**config.mk**
```make
export PLATFORM = sky130hd
export DESIGN_NAME = arilla_bus_initiator_flat
export DESIGN_NICKNAME = d
export VERILOG_FILES = /design/src/rtl/arilla_bus_if.sv /design/src/rtl/arilla_bus_initiator.sv /design/src/flat_wrapper.sv
export SDC_FILE = /design/constraint.sdc
export NUM_CORES = 1
export LEC_CHECK = 0
export BUFFER_PORTS_ARGS = -buffer_cell sky130_fd_sc_hd__clkbuf_2
export CELL_PAD_IN_SITES_DETAIL_PLACEMENT = 1
export CELL_PAD_IN_SITES_GLOBAL_PLACEMENT = 2
export CORE_AREA = 4 4 147 149
export DETAILED_ROUTE_END_ITERATION = 8
export DIE_AREA = 0 0 151 153
export PLACE_DENSITY_LB_ADDON = 0.1
export SYNTH_ARGS = -nofsm -noshare
export SYNTH_HDL_FRONTEND = slang
export SYNTH_SLANG_ARGS = --single-unit
```
**constraint.sdc**
```tcl
create_clock -name clk -period 2.4 [get_ports clk]
set_input_delay 0.48 -clock clk [delete_from_list [all_inputs] [get_ports clk]]
set_output_delay 0.48 -clock clk [all_outputs]
set_load 0.005 [all_outputs]
```
**src/rtl/arilla_bus_if.sv**
```systemverilog
// arilla_bus_if: shared arilla bus seen by one initiator and its responders.
// master drives address/byte_enable/data_ctp/read/write; slave drives hit/data_ptc/intercept.
interface arilla_bus_if #(
  parameter int AddressWidth = 30,
  parameter int DataWidth    = 32
);
  logic [AddressWidth-1:0] address;
  logic [DataWidth/8-1:0]  byte_enable;
  logic [DataWidth-1:0]    data_ctp;
  logic [DataWidth-1:0]    data_ptc;
  logic                    read;
  logic                    write;
  logic                    hit;
  logic                    intercept;

  modport master (
    output address,
    output byte_enable,
    output data_ctp,
    output read,
    output write,
    input  hit,
    input  data_ptc,
    input  intercept
  );

  modport slave (
    input  address,
    input  byte_enable,
    input  data_ctp,
    input  read,
    input  write,
    output hit,
    output data_ptc,
    output intercept
  );
endinterface

```
**src/rtl/arilla_bus_initiator.sv**
```systemverilog
// arilla_bus_initiator: turns byte-addressed load/store requests into
// single-word arilla bus transactions and returns aligned, extended data.
//
// Ports:
//   clk, rst_n (synchronous, active-low)
//   req_valid/req_ready, req_write, req_size, req_unsigned,
//   req_address (byte), req_wdata (right-aligned)
//   rsp_valid/rsp_ready, rsp_error, rsp_rdata
//   bus_interface : arilla_bus_if.master
//
// Option: ARILLA_INITIATOR_REQ_BUF_EN adds a one-entry request buffer so a
// new request can be accepted while another one is in flight.
module arilla_bus_initiator #(
  parameter int AddressWidth = 30,
  parameter int DataWidth    = 32
) (
  input  logic                    clk,
  input  logic                    rst_n,
  input  logic                    req_valid,
  output logic                    req_ready,
  input  logic                    req_write,
  input  logic [1:0]              req_size,
  input  logic                    req_unsigned,
  input  logic [AddressWidth+1:0] req_address,
  input  logic [DataWidth-1:0]    req_wdata,
  output logic                    rsp_valid,
  input  logic                    rsp_ready,
  output logic                    rsp_error,
  output logic [DataWidth-1:0]    rsp_rdata,
  arilla_bus_if.master            bus_interface
);

  localparam logic [1:0] S_IDLE      = 2'd0;
  localparam logic [1:0] S_ISSUE     = 2'd1;
  localparam logic [1:0] S_READ_WAIT = 2'd2;
  localparam logic [1:0] S_RESP      = 2'd3;

  typedef struct packed {
    logic                    wr;
    logic [1:0]              size;
    logic                    uns;
    logic [AddressWidth+1:0] addr;
    logic [DataWidth-1:0]    wdata;
  } req_t;

  logic [1:0]           state_q;
  req_t                 cur_q;
  req_t                 in_req;
  req_t                 launch_req;
  logic                 launch;
  logic                 launch_ok;
  logic                 accept;
  logic                 rsp_hs;
  logic                 err_q;
  logic                 hit_q;
  logic [DataWidth-1:0] rdata_q;
  logic [DataWidth-1:0] shifted;
  logic [DataWidth-1:0] load_data;
  logic                 sx;

  function automatic logic legal(
    input logic [1:0] size,
    input logic [1:0] a
  );
    logic ok;
    ok = 1'b0;
    unique case (size)
      2'b00:   ok = 1'b1;
      2'b01:   ok = ~a[0];
      2'b10:   ok = (a == 2'b00);
      default: ok = 1'b0;
    endcase
    return ok;
  endfunction

  assign in_req = '{
    wr:    req_write,
    size:  req_size,
    uns:   req_unsigned,
    addr:  req_address,
    wdata: req_wdata
  };

  assign accept    = req_valid & req_ready;
  assign rsp_hs    = (state_q == S_RESP) & rsp_ready;
  assign launch_ok = legal(launch_req.size, launch_req.addr[1:0]);

`ifdef ARILLA_INITIATOR_REQ_BUF_EN
  req_t buf_q;
  logic buf_full_q;
  logic fsm_free;

  // The FSM can take a new request when idle or when the current
  // response is handed over; a held request always goes first.
  assign fsm_free   = (state_q == S_IDLE) | rsp_hs;
  assign req_ready  = rst_n & ~buf_full_q;
  assign launch     = fsm_free & (buf_full_q | accept);
  assign launch_req = buf_full_q ? buf_q : in_req;

  always_ff @(posedge clk) begin
    if (!rst_n) begin
      buf_full_q <= 1'b0;
      buf_q      <= '0;
    end else if (fsm_free & buf_full_q) begin
      buf_full_q <= 1'b0;
    end else if (accept & ~fsm_free) begin
      buf_full_q <= 1'b1;
      buf_q      <= in_req;
    end
  end
`else
  assign req_ready  = rst_n & (state_q == S_IDLE);
  assign launch     = accept;
  assign launch_req = in_req;
`endif

  // Load path: bring the addressed lane down to bit 0, then extend.
  assign shifted = bus_interface.data_ptc >> {cur_q.addr[1:0], 3'b000};
  assign sx      = ~cur_q.uns;

  always_comb begin
    load_data = shifted;
    unique case (1'b1)
      cur_q.size == 2'b00:
        load_data = {{(DataWidth-8){sx & shifted[7]}}, shifted[7:0]};
      cur_q.size == 2'b01:
        load_data = {{(DataWidth-16){sx & shifted[15]}}, shifted[15:0]};
      default:
        load_data = shifted;
    endcase
  end

  always_ff @(posedge clk) begin
    if (!rst_n) begin
      state_q <= S_IDLE;
      cur_q   <= '0;
      err_q   <= 1'b0;
      hit_q   <= 1'b0;
      rdata_q <= '0;
    end else begin
      unique case (state_q)
        S_IDLE: begin
          if (launch) begin
            cur_q   <= launch_req;
            state_q <= launch_ok ? S_ISSUE : S_RESP;
            err_q   <= ~launch_ok;
            rdata_q <= '0;
          end
        end
        S_ISSUE: begin
          hit_q <= bus_interface.hit;
          if (cur_q.wr) begin
            state_q <= S_RESP;
            err_q   <= ~bus_interface.hit;
            rdata_q <= '0;
          end else begin
            state_q <= S_READ_WAIT;
          end
        end
        S_READ_WAIT: begin
          // A missed read leaves data_ptc undriven; never let it through.
          state_q <= S_RESP;
          err_q   <= ~hit_q;
          rdata_q <= hit_q ? load_data : '0;
        end
        S_RESP: begin
          if (rsp_ready) begin
            if (launch) begin
              cur_q   <= launch_req;
              state_q <= launch_ok ? S_ISSUE : S_RESP;
              err_q   <= ~launch_ok;
              rdata_q <= '0;
            end else begin
              state_q <= S_IDLE;
            end
          end
        end
        default: state_q <= S_IDLE;
      endcase
    end
  end

  assign rsp_valid = (state_q == S_RESP);
  assign rsp_error = rsp_valid & err_q;
  assign rsp_rdata = rsp_valid ? rdata_q : '0;

  always_comb begin
    bus_interface.address     = '0;
    bus_interface.byte_enable = '0;
    bus_interface.data_ctp    = '0;
    bus_interface.read        = 1'b0;
    bus_interface.write       = 1'b0;
    if (state_q == S_ISSUE) begin
      bus_interface.address = cur_q.addr[AddressWidth+1:2];
      bus_interface.read    = ~cur_q.wr;
      bus_interface.write   = cur_q.wr;
      unique case (1'b1)
        cur_q.size == 2'b00: begin
          bus_interface.byte_enable = 4'b0001 << cur_q.addr[1:0];
          bus_interface.data_ctp    = {4{cur_q.wdata[7:0]}};
        end
        cur_q.size == 2'b01: begin
          bus_interface.byte_enable = 4'b0011 << cur_q.addr[1:0];
          bus_interface.data_ctp    = {2{cur_q.wdata[15:0]}};
        end
        default: begin
          bus_interface.byte_enable = 4'b1111;
          bus_interface.data_ctp    = cur_q.wdata;
        end
      endcase
    end
  end

endmodule

```
**src/flat_wrapper.sv**
```systemverilog
// flat-port wrapper written by rule: the top's interface ports become plain ports
module arilla_bus_initiator_flat 
#(
  parameter int AddressWidth = 30,
  parameter int DataWidth    = 32
)
  (clk, rst_n, req_valid, req_ready, req_write, req_size, req_unsigned, req_address, req_wdata, rsp_valid, rsp_ready, rsp_error, rsp_rdata, bus_interface_address, bus_interface_byte_enable, bus_interface_data_ctp, bus_interface_read, bus_interface_write, bus_interface_hit, bus_interface_data_ptc, bus_interface_intercept);
  arilla_bus_if #(.AddressWidth(AddressWidth), .DataWidth(DataWidth)) bus_interface_i ();
  input  logic clk;
  input  logic rst_n;
  input  logic req_valid;
  output logic req_ready;
  input  logic req_write;
  input  logic [1:0] req_size;
  input  logic req_unsigned;
  input  logic [AddressWidth+1:0] req_address;
  input  logic [DataWidth-1:0] req_wdata;
  output logic rsp_valid;
  input  logic rsp_ready;
  output logic rsp_error;
  output logic [DataWidth-1:0] rsp_rdata;
  output wire logic [$bits(bus_interface_i.address)-1:0] bus_interface_address;
  output wire logic [$bits(bus_interface_i.byte_enable)-1:0] bus_interface_byte_enable;
  output wire logic [$bits(bus_interface_i.data_ctp)-1:0] bus_interface_data_ctp;
  output wire logic [$bits(bus_interface_i.read)-1:0] bus_interface_read;
  output wire logic [$bits(bus_interface_i.write)-1:0] bus_interface_write;
  input wire logic [$bits(bus_interface_i.hit)-1:0] bus_interface_hit;
  input wire logic [$bits(bus_interface_i.data_ptc)-1:0] bus_interface_data_ptc;
  input wire logic [$bits(bus_interface_i.intercept)-1:0] bus_interface_intercept;
  assign bus_interface_address = bus_interface_i.address;
  assign bus_interface_byte_enable = bus_interface_i.byte_enable;
  assign bus_interface_data_ctp = bus_interface_i.data_ctp;
  assign bus_interface_read = bus_interface_i.read;
  assign bus_interface_write = bus_interface_i.write;
  assign bus_interface_i.hit = bus_interface_hit;
  assign bus_interface_i.data_ptc = bus_interface_data_ptc;
  assign bus_interface_i.intercept = bus_interface_intercept;
  arilla_bus_initiator #(.AddressWidth(AddressWidth), .DataWidth(DataWidth)) u_core (.clk(clk), .rst_n(rst_n), .req_valid(req_valid), .req_ready(req_ready), .req_write(req_write), .req_size(req_size), .req_unsigned(req_unsigned), .req_address(req_address), .req_wdata(req_wdata), .rsp_valid(rsp_valid), .rsp_ready(rsp_ready), .rsp_error(rsp_error), .rsp_rdata(rsp_rdata), .bus_interface(bus_interface_i));
endmodule
```
# Yosys cells after proc, flatten, opt, wreduce, memory -nomap -nowiden
# Index checks and enable logic that the tools add are counted.
dict set report word_totals {
  in_bits 106
  wordCells 68
  out_inout_bits 103
  ff_bits 104
}
dict set report classes {
  bitwise_logic 11
  n_mux 28
  eq_ne 9
  reduce_logical 8
  shifts 3
}
# op n
set op_table {}
lappend op_table {{32-bit two-way mux} 6}
lappend op_table {{68-bit two-way mux} 2}
lappend op_table {{68-bit case mux with 2 select lines} 1}
lappend op_table {{32-bit case mux with 2 select lines} 2}
lappend op_table {{32-bit case mux with 4 select lines} 1}
lappend op_table {{32-bit by 5-bit right shift with 32-bit output} 1}
lappend op_table {{30-bit two-way mux} 1}
lappend op_table {{2-bit logical NOT} 4}
lappend op_table {{2-bit two-way mux} 4}
lappend op_table {{2-bit case mux with 4 select lines} 1}
lappend op_table {{4-bit case mux with 2 select lines} 1}
lappend op_table {{2-bit by 1-bit equality test with 1-bit output (second input constant)} 3}
lappend op_table {{2-bit equality test (second input constant)} 3}
lappend op_table {{1-bit two-way mux} 6}
lappend op_table {{1-bit NOT} 6}
lappend op_table {{2-bit AND reduction} 3}
lappend op_table {{1-bit AND} 5}
lappend op_table {{4-bit two-way mux} 1}
lappend op_table {{2-bit by 1-bit inequality test with 1-bit output (second input constant)} 2}
lappend op_table {{1-bit case mux with 4 select lines} 1}
lappend op_table {{1-bit by 2-bit left shift with 4-bit output (first input constant)} 1}
lappend op_table {{2-bit by 2-bit left shift with 4-bit output (first input constant)} 1}
lappend op_table {{1-bit case mux with 3 select lines} 1}
lappend op_table {{2-bit inequality test (second input constant)} 1}
lappend op_table {{2-bit nonzero test} 1}

# Logic depth before layout (Yosys ltp)
# Gate-level depths: netlist (run 1).
dict set report depth {
  ltp_word 6
  mapped_depth 8
  ltp_nobuf 6
}

# Least setup slack after synthesis (run 1)
# No wires, ideal clock.
dict set report synth_path {
  kind {flip-flop to flip-flop}
  startpoint {reg u_core.state_q[0]}
  endpoint {reg u_core.rdata_q[22]}
  slack_ns 0.390
  arrival_time_ns 1.890
  period_less_slack_ns 2.010
  n_path_buf 1
  setup_time_ns 0.120
  required_ns 2.280
  stages_incl_launch_ff 8
  cell_sequence {dfxtp_1 > inv_1 > ha_1 > a31o_2 > nand4_1 > clkbuf_1 > nor3_1 > a211o_2}
}
dict set report synth_between {
  elab_chain_cells 6
  elab_cells_between_ends 12
  cone_classes {eq/ne: 5; mux: 3; bitwise: 2; reduce/logical: 2}
}
# element line_no
set synth_lines {}
lappend synth_lines {{from (decl)} arilla_bus_initiator.sv:46} ;# logic [1:0] state_q;
lappend synth_lines {{from (signal assigned)} arilla_bus_initiator.sv:145} ;# state_q <= launch_ok ? S_ISSUE : S_RESP;
lappend synth_lines {{from (signal assigned)} arilla_bus_initiator.sv:170} ;# state_q <= launch_ok ? S_ISSUE : S_RESP;
lappend synth_lines {{2-bit logical NOT} {arilla_bus_initiator.sv:112, arilla_bus_initiator.sv:141}}
lappend synth_lines {{1-bit AND} arilla_bus_initiator.sv:112} ;# assign req_ready = rst_n & (state_q == S_IDLE);
lappend synth_lines {{1-bit AND} arilla_bus_initiator.sv:84} ;# assign accept = req_valid & req_ready;
lappend synth_lines {{32-bit two-way mux (2 in series)} n/a}
lappend synth_lines {{32-bit case mux with 4 select lines} arilla_bus_initiator.sv:141} ;# unique case (state_q)
lappend synth_lines {{to (signal assigned)} arilla_bus_initiator.sv:164} ;# rdata_q <= hit_q ? load_data : '0;
lappend synth_lines {{to (decl)} arilla_bus_initiator.sv:56} ;# logic [DataWidth-1:0] rdata_q;
# Parallel ways exist; a longest one is shown, timed or not. The select of a mux whose other input is x is not followed.
# A chain may end at the register's enable or synchronous reset.

# Worst setup path in the final report (run 1)
dict set report layout_path {
  startpoint {reg u_core.state_q[1]}
  endpoint {out bus_interface_data_ctp[4]}
}
dict set report layout_between {
  elab_chain_cells 2
}
# element line_no
set layout_lines {}
lappend layout_lines {{2-bit by 1-bit equality test with 1-bit output} arilla_bus_initiator.sv:193} ;# if (state_q == S_ISSUE) begin
lappend layout_lines {{32-bit two-way mux} arilla_bus_initiator.sv:193}
lappend layout_lines {{to (decl)} flat_wrapper.sv:24} ;# output wire logic [$bits(bus_interface_i.data_ctp)-1:0] bus_interface_data_ctp;
# Every way passes these cells.

==> results of run 1 <==
-- final timing paths --
check | from | endpoint | cells after the start
min | req_wdata[8] | u_core.cur_q[8] | 3
max | u_core.state_q[1] | bus_interface_data_ctp[4] | 5
max reg2reg | u_core.state_q[0] | u_core.rdata_q[30] | 6
min reg2reg | u_core.rdata_q[15] | u_core.rdata_q[15] | 1
-- registers in the layout (all words and copies together), names as in the netlist --
name	flops
u_core.hit_q	1
u_core.rdata_q	32
u_core.state_q	2
u_core.err_q	1
u_core.cur_q	68
-- cells by family (layout without fill, tap and decap cells) --
group / Yosys count / after routing / share of synthesized area [%]
other: 0 / 2 / 0
adders and majority gates: 5 / 5 / 1.16
muxes: 42 / 42 / 8.24
DFF: 104 / 104 / 38.8
and+or+nand+nor: 300 / 300 / 26.2
buffers and inverters: 61 / 248 / 4.56
AOI/OAI and AO/OA: 151 / 151 / 21.1
-- what timing repair did --
item	in CTS	in global routing
setup buffers	0	1
setup endpoints to repair	0	23
gates resized for setup	0	2
-- power by group through the flow --
stage	combinational, mW	sequential [mW]	clock (mW)
after floorplan	0.936	1.99	0
after global placement	1.41	2.04	0
after detailed placement	1.46	2.05	0
after CTS	1.47	2.01	1.48
after global routing	1.61	2.04	1.54
final	1.43	2.01	1.42
-- stage by stage --
stage	hold slack, ps	power [mW]	cell area, um2
after floorplan	424	2.93	5370
after global placement	438	3.45	6690
after detailed placement	442	3.52	6690
after CTS	335	4.96	6970
after global routing	352	5.19	7000
final	350	4.86	7000
-- area by class of cell --
cell class / instances / area [um2] / area share [%]
clock inverters: 3 / 17.5 / 0.250
clock buffers: 12 / 256 / 3.67
well taps: 270 / 338 / 4.83
flip-flops and latches: 104 / 2080 / 29.8
repair buffers: 227 / 1210 / 17.4
multi-input cells: 498 / 3060 / 43.7
inverters: 6 / 22.5 / 0.322
diodes: 2 / 5.00 / 0.0715
-- layer usage --
| metal | share of wire [%] | global-route usage [%] | vias to the layer above |
|---|---|---|---|
| met4 | 1.7 | 5.53 | 4 |
| met1 | 43 | 20.2 | 2519 |
| li1 | - | - | 2598 |
| met3 | 6.4 | 4.00 | 20 |
| met5 | 0.13 | 0 | - |
| met2 | 49 | 28.5 | 140 |
-- cells in the final DEF (no fill, tap or decap), types with 3 or more instances in the layout --
cell type  instances
dfxtp_1          103
or2_2              3
nand2_1          160
and3_1            10
nand2b_1           3
o2bb2ai_1          8
inv_1              6
a211o_1            6
clkbuf_2         207
nor2_1            30
a21boi_0          68
a211o_2           10
buf_4             17
mux2_2             8
mux2i_1           33
a221oi_1           7
a22o_1             8
ha_1               5
and2_1            73
clkbuf_16          9
o21ai_0           10
a21oi_1           26
nor3_1             9
-- critical path: stages, from the launching register on --
cell,delay [ps]
dfxtp_1,350
inv_1,110
ha_1,260
buf_4,360
and2_1,200
clkbuf_2,120
==> run metrics, run 1 <==
Worst Hold Class=in -> reg; placed cell count=roughly 1100; syn_area_per_cell=8.10 um2; Synth top area share=38.8%; share of cells above drive strength 1=about a third; Post-CTS Hold Fix Bufs=0; CP endpoint kind=output port; NetSw=1.70 mW; Leak Pwr=3.05 nW; Area Growth Syn to Fin=30.3%; drt drc=0; synth cell count leaders=nand2_1 (160), dfxtp_1 (104), and2_1 (73); Worst EP arrival=roughly 1800 ps; #FFs+latches synth=about 100; Startpoint Class=flip-flop; Max Slew Vio Count=0; worst slew pin tran=652 ps; Int Power=3.17 mW; Setup Viol. Count Final=0; initial antenna violation count=4; Max FO, Critical Path=39; die area=0.0231 mm2; First-pass DRT Iterations=4; final setup margin=158 ps; status=complete, no violations; max cap viols=0; Synth Instances=663; DIE HEIGHT=153 um; Num CTS Buffers=9; combinational share of power=roughly 30%; final worst-path cycle share=93.4%; Nets=957; Routed Antenna Nets=0; Main synth FF type=dfxtp_1; Final Hold Fails=0; total negative slack=0 ps; root buf cell=clkbuf_16; initial DRC count=130; dominant cell by count in the synthesized netlist=nand2_1; RSZ-0062 raised after global routing=no; pin count of the biggest net entering global routing=65; H-tree levels=3; starting density of the core=26.6%; Via Count=approximately 5300; Fillers=roughly 2500; Final Non-Filler Cells=~1100; post-detailed-route wirelength per cell=17.4 um; CTS tree=yes; Max Clock Skew=around 11 ps; number of enable flip-flop cells after synthesis=0; clock group share of total power=29.2%; Synth area leader=dfxtp_1; CTS Sinks=104; Die Wd=151 um; Worst Path Class, Setup=reg -> out; asr flop ratio synth=0%; Synthesized Nets=774; switch share=34.9%; Slew HR=a little under three fifths; top post-synthesis cells by area=dfxtp_1 (39%), nand2_1 (11%), a21boi_0 (9.5%); Synthesis Warnings=0; clock transition at the registers of the reported paths=80 ps; Clock Path Buffers=2; DP Worst Slack=133 ps; gr ovfl total=0; final WL=19500 um; register area share after synthesis=around 39%; IO buf count=207; first-pass GRT wire length=30300 um; power density over the cells=695 mW/mm2; CP required=1920 ps; Fmax achieved=0.446 GHz; unique cell type count in the Yosys netlist=a little over 40; Final min period=2240 ps; drt via density=4.71; Worst VDD drop=322 uV; IO Count=roughly 210; Total GRT Usage=~17%; vias in the first global route=5628; hpwl dp=14400 um; CORE AREA=0.0202 mm2; # rows=52; Netlist Area Pre-Place=0.00537 mm2; Flop pwr share=41.3%; Skew-Pair Late Insertion Delay=about 360 ps; Final GP Congestion=0.816; Layout Utilization=34.7%; Reg2Reg Setup Slack=200 ps
(Power assumes the default switching activity.)
==> run 2, diff against run 1 <==
--- a/config.mk
+++ b/config.mk
@@ -6,12 +6,10 @@
 export NUM_CORES = 1
 export LEC_CHECK = 0
 export BUFFER_PORTS_ARGS = -buffer_cell sky130_fd_sc_hd__clkbuf_2
-export CELL_PAD_IN_SITES_DETAIL_PLACEMENT = 1
-export CELL_PAD_IN_SITES_GLOBAL_PLACEMENT = 2
-export CORE_AREA = 4 4 147 149
+export CORE_AREA = 4 4 85 146
 export DETAILED_ROUTE_END_ITERATION = 8
-export DIE_AREA = 0 0 151 153
-export PLACE_DENSITY_LB_ADDON = 0.1
+export DIE_AREA = 0 0 89 150
+export PLACE_DENSITY = 0.78
 export SYNTH_ARGS = -nofsm -noshare
 export SYNTH_HDL_FRONTEND = slang
 export SYNTH_SLANG_ARGS = --single-unit
==> run 2 against run 1 <==
Effect of this change: cell area down 2.1%; worst hold slack gained 12 ps; combinational power is 3% lower; clock-buffer cell count is 1 lower; sequential power about the same; routed wire length fell by 19%; first-iteration DRC count up 63%; utilization increased by 27 points; critical endpoint is now bus_interface_data_ctp[12]; cell count is 12% lower.
==> run metrics, run 2 (synthesis gave the netlist of run 1 again) <==
RSZ-0062 raised after global routing=no; vias in the first global route=5136 (-8.7%); final WL=15800 um (-19%); CORE AREA=0.0112 mm2 (-45%); Worst VDD drop=451 uV (+40%); hpwl dp=12000 um (-17%); Int Power=3.29 mW (+3.9%); post-detailed-route wirelength per cell=16.1 um (-7.5%); share of cells above drive strength 1=32.0% (unchanged); Num CTS Buffers=9 (unchanged); most frequent cells in the layout=clkbuf_2 (207), nand2_1 (160), dfxtp_1 (104); Fillers=1051 (-58%); Flop pwr share=40.5% (-0.8 points); IO buf count=207 (unchanged); root buf cell=clkbuf_16; clock group share of total power=31.3% (+2.1 points); worst reg2reg startpoint=u_core.state_q[0]; drt drc=0 (unchanged); CTS tree=yes; H-tree levels=3 (unchanged); worst slew pin tran=874 ps (+222 ps); Max Clock Skew=5.86 ps (-4.79 ps); pin count of the biggest net entering global routing=51 (-22%); commonest non-fill, non-tap cell in the layout=clkbuf_2; first-pass GRT wire length=24600 um (-19%); total negative slack=0 ps (unchanged); CP endpoint kind=output port; final worst-path cycle share=92.9% (-0.48 points); Final min period=2230 ps (-11.6 ps); met3 Resource Use GR=5.40% (+1.4 points); First-pass DRT Iterations=5 (+1); Post-CTS Hold Fix Bufs=0 (unchanged); Final Hold Fails=0 (unchanged); Final GP Congestion=0.942 (+15%); Nets=956 (-0.10%); Die Wd=89 um (-41%); max FFs per register=68 (unchanged); switch share=33.2% (-1.6 points); crit-path cells=inv_1 -> ha_1 -> inv_1 -> buf_4 -> a21oi_1 -> clkbuf_2; starting density of the core=48.1% (+21 points); IO Count=209 (unchanged); status=complete, no violations; Worst Path Class, Setup=reg -> out; die area=0.0134 mm2 (-42%); n_diodes=0 (-2); max cap viols=0 (unchanged); gr ovfl total=0 (unchanged); cts repair resizes=0 (unchanged); drt via density=5.32 (+13%); CP Launch Point=u_core.state_q[1]; hold_sp=req_address[10]; Max FO, Critical Path=28 (-28%); power density over the cells=720 mW/mm2 (+3.6%); Slew HR=41.8% (-15 points); Worst Hold Class=in -> reg; met2 GRT Util=41.6% (+13 points); Top reg by flops=u_core.cur_q; Startpoint Class=flip-flop; Clock Path Buffers=2 (unchanged); Routed Antenna Nets=0 (unchanged); NetSw=1.64 mW (-3.4%); Worst path max stage delay=340 ps (-20 ps); # rows=51 (-1.9%); Worst EP arrival=1750 ps (about the same); DIE HEIGHT=150 um (-2.0%); initial DRC count=212 (+63%); Via Count=5229 (-0.98%); crit path max-delay cell type=dfxtp_1; CTS Sinks=104 (unchanged); Post-CTS Setup Bufs=0 (unchanged); CP most frequent cell=inv_1; clock transition at the registers of the reported paths=70 ps (about the same); Fmax achieved=0.448 GHz (+0.52%); Hold Worst Slack=362 ps (+11.6 ps); Setup Viol. Count Final=0 (unchanged); Total GRT Usage=23.7% (+7.1 points); Skew-Pair Late Insertion Delay=340 ps (-20 ps); M1 GR Usage=25.9% (+5.7 points); biggest regs=u_core.cur_q x68, u_core.rdata_q x32, u_core.state_q x2; combinational share of power=28.2% (-1.3 points); Area Growth Syn to Fin=27.5%; Max Slew Vio Count=0 (unchanged); initial antenna violation count=0 (-4); Leak Pwr=3.07 nW (+0.63%); GRT busiest layer=met2; CP required=1920 ps (about the same)
run 2: worst max-delay path, delay by kind of cell, from the launching register on:
kind / cells / cell delay (ps)
AO/OA/AOI/OAI: 1 / 230
buffers and inverters: 4 / 580
adder cells (fa/ha/maj): 1 / 260
flip-flops: 1 / 340
run 2: power by group through the flow:
stage          combinational [mW]  sequential (mW)  clock, mW
2_1_floorplan               0.936             1.99          0
3_3_place_gp                 1.39             2.03          0
3_5_place_dp                 1.40             2.04          0
4_1_cts                      1.41             2.00       1.59
5_1_grt                      1.57             2.02       1.65
6_report                     1.39             2.00       1.54
run 2: metal layers:
metal / wire length, um / share of wire [%]
met1: 5600 / 35
met2: 8280 / 52
met3: 1240 / 7.9
met4: 677 / 4.3
met5: 0 / 0
run 2: layout make-up:
cell class                 instances  area (um2)  area share (%)
clock inverter                     5        61.3           0.895
sequential                       104        2080            30.4
inverter                           6        22.5           0.329
timing repair buffer             226        1200            17.6
clock buffer                      11         253            3.69
multi-input combinational        498        3060            44.7
tap                              132         165            2.41
run 2: through the flow:
stage / instances / util [%] / power [mW] / cell area [um2] / worst slack, ps
final: 982 / 61.3 / 4.93 / 6850 / 170
after global routing: 982 / 61.3 / 5.23 / 6850 / 46.8
after CTS: 982 / 61.3 / 4.99 / 6850 / 133
after detailed placement: 966 / 58.5 / 3.44 / 6530 / 229
after global placement: 966 / 58.5 / 3.41 / 6530 / 234
after floorplan: 663 / - / 2.93 / 5370 / 390
run 2: worst paths after layout:
path                                                    to  slack, ps  depth (start not counted)
worst max register to register          u_core.rdata_q[30]        270                          6
worst max-delay path            bus_interface_data_ctp[12]        170                          6
worst min register to register          u_core.rdata_q[27]        460                          1
worst min-delay path                      u_core.cur_q[42]        360                          3
==> run 3, diff against run 2 <==
--- a/config.mk
+++ b/config.mk
@@ -6,10 +6,13 @@
 export NUM_CORES = 1
 export LEC_CHECK = 0
 export BUFFER_PORTS_ARGS = -buffer_cell sky130_fd_sc_hd__clkbuf_2
-export CORE_AREA = 4 4 85 146
+export CELL_PAD_IN_SITES_DETAIL_PLACEMENT = 1
+export CELL_PAD_IN_SITES_GLOBAL_PLACEMENT = 2
+export CORE_AREA = 4 4 110 191
+export CTS_BUF_LIST = sky130_fd_sc_hd__clkbuf_2 sky130_fd_sc_hd__clkbuf_4 sky130_fd_sc_hd__clkbuf_8
 export DETAILED_ROUTE_END_ITERATION = 8
-export DIE_AREA = 0 0 89 150
-export PLACE_DENSITY = 0.78
+export DIE_AREA = 0 0 114 195
+export PLACE_DENSITY_LB_ADDON = 0.1
 export SYNTH_ARGS = -nofsm -noshare
 export SYNTH_HDL_FRONTEND = slang
 export SYNTH_SLANG_ARGS = --single-unit
==> run 3 against run 2 <==
Effect of this change: utilization decreased by 26 points; worst setup slack worse by 46 ps; sequential share of layout area fell by 0.51 points; flip-flop and latch count did not move; clock skew up 9.9 ps; cell count increased by 12%; non-clock buffer count is 2 higher; critical path depth rose by 1; die area is 67% higher; global-route usage shrank 6.3 points; largest power group unchanged; highest routed layer unchanged.
==> run metrics, run 3 (synthesis gave the netlist of run 1 again) <==
Nets=958 (+0.21%); post-detailed-route wirelength per cell=17.9 um (+11%); Reg2Reg Setup Slack=130 ps (-140 ps); Final Non-Filler Cells=1097 (+12%); Routed Antenna Nets=0 (unchanged); CP required=1920 ps (about the same); first-pass GRT wire length=30400 um (+23%); initial DRC count=144 (-32%); IO Count=209 (unchanged); CP Launch Point=u_core.state_q[1]; Worst Hold Class=in -> reg; Final min period=2280 ps (+46.1 ps); Skew-Pair Late Insertion Delay=390 ps (+50 ps); CORE AREA=0.0196 mm2 (+75%); Leak Pwr=3.04 nW (-1.1%); drt via density=4.81 (-9.7%); Max FO, Critical Path=28 (unchanged); Setup Viol. Count Final=0 (unchanged); root buf cell=clkbuf_8; most frequent cells in the layout=clkbuf_2 (207), nand2_1 (160), dfxtp_1 (103); First-pass DRT Iterations=4 (-1); Via Count=5273 (+0.84%); share of cells above drive strength 1=33.1% (+1.1 points); Total GRT Usage=17.4% (-6.3 points); Fmax achieved=0.439 GHz (-2.0%); Worst setup endpoint=bus_interface_data_ctp[27]; vias in the first global route=5750 (+12%); Num CTS Buffers=9 (unchanged); total negative slack=0 ps (unchanged); final WL=19600 um (+24%); Startpoint Class=flip-flop; clock transition at the registers of the reported paths=110 ps (+40 ps); biggest regs=u_core.cur_q x68, u_core.rdata_q x32, u_core.state_q x2; initial antenna violation count=0 (unchanged); Worst path max stage delay=390 ps (+50 ps); Worst Path Class, Setup=reg -> out; multi-input logic area=0.00310 mm2 (+1.1%); placed cell count=1080 (+12%); gr ovfl total=0 (unchanged); IO buf count=207 (unchanged); pin count of the biggest net entering global routing=69 (+35%); DIE HEIGHT=195 um (+30%); RSZ-0062 raised after global routing=no; n_diodes=0 (unchanged); die area=0.0222 mm2 (+67%); starting density of the core=27.5% (-21 points); crit-path cells=inv_1 -> ha_4 -> buf_6 -> inv_1 -> buf_8 -> nor2_1 -> clkbuf_2; CTS tree=yes; Final GP Congestion=0.791 (-16%); Max Clock Skew=15.8 ps (+9.90 ps); final worst-path cycle share=94.9% (+1.9 points); drt drc=0 (unchanged); max cap viols=0 (unchanged); Max Slew Vio Count=0 (unchanged); H-tree levels=3 (unchanged); final instance area=0.00697 mm2 (+1.8%); crit path max-delay cell type=dfxtp_1; Area Growth Syn to Fin=29.7%; Tot Pwr=4.71 mW (-4.5%); max FFs per register=68 (unchanged); worst reg2reg startpoint=u_core.state_q[0]; power density over the cells=676 mW/mm2 (-6.1%); Top reg by flops=u_core.cur_q; # rows=68 (+33%); Slew HR=56.8% (+15 points); worst slew pin tran=648 ps (-225 ps); Fillers=2447 (+130%); Worst VDD drop=332 uV (-26%); hpwl dp=15200 um (+26%); Worst EP arrival=1800 ps (+50 ps); storage element area=0.00208 mm2 (about the same); dpl cell area=0.00670 mm2 (+2.5%); Reg2Reg Depth=6 (unchanged); Die Wd=114 um (+28%); Clock Path Buffers=2 (unchanged); CTS Sinks=104 (unchanged); Critical R2R Capture=u_core.rdata_q[30]; CP most frequent cell=inv_1; commonest non-fill, non-tap cell in the layout=clkbuf_2; CP endpoint kind=output port; status=complete, no violations; Final Hold Fails=0 (unchanged); Layout Utilization=35.6% (-26 points)
-- run 3: timing repair --
| action | 4_1_cts | 5_1_grt |
|---|---|---|
| hold buffers | 0 | 0 |
| endpoints found under the setup margin | 28 | 30 |
| pin swaps | 0 | 1 |
| resized for setup | 5 | 7 |
| setup buffers | 0 | 1 |
-- run 3: area by class of cell --
cell class                      instances  area share [%]
Inverter                                6           0.323
Timing Repair Buffer                  228            18.0
Clock inverter                          5           0.790
Sequential cell                       104            29.9
Multi-Input combinational cell        498            44.4
Tap cell                              245            4.40
Clock buffer                           11            2.17
-- run 3: power by group --
group	switching [mW]	internal (mW)
sequential	0.134	1.88
combinational	0.921	0.580
clock	0.656	0.537
total	1.71	3.00
-- run 3: layer usage --
layer,up-vias,share of wire [%],track usage [%]
met5,-,0,0
met4,0,1.4,4.89
met3,16,4.9,3.41
met2,132,57,34.2
met1,2528,37,18.1
li1,2597,-,-
-- run 3: worst min path at each step --
stage / from / endpoint / slack [ps] / cells after the start
after CTS: req_address[18] / u_core.cur_q[50] / 290 / 3
final: req_address[18] / u_core.cur_q[50] / 310 / 3
after detailed placement: u_core.rdata_q[27] / u_core.rdata_q[27] / 450 / 1
after global routing: req_write / u_core.cur_q[67] / 300 / 3
after floorplan: u_core.rdata_q[10] / u_core.rdata_q[10] / 420 / 1
after global placement: u_core.rdata_q[31] / u_core.rdata_q[31] / 440 / 1
-- run 3: worst max-delay path: cells and delay by family, from the launching register on --
kind	cells	cell delay [ps]
fa+ha+maj	1	180
buf+inv	5	700
flops	1	390
simple gates	1	100
-- run 3: through the flow --
step | hold WS, ps | worst slack [ps]
finish | 309 | 123
global route | 303 | 2.83
CTS | 287 | 9.41
detailed placement | 446 | 149
global placement | 438 | 183
floorplan | 424 | 390
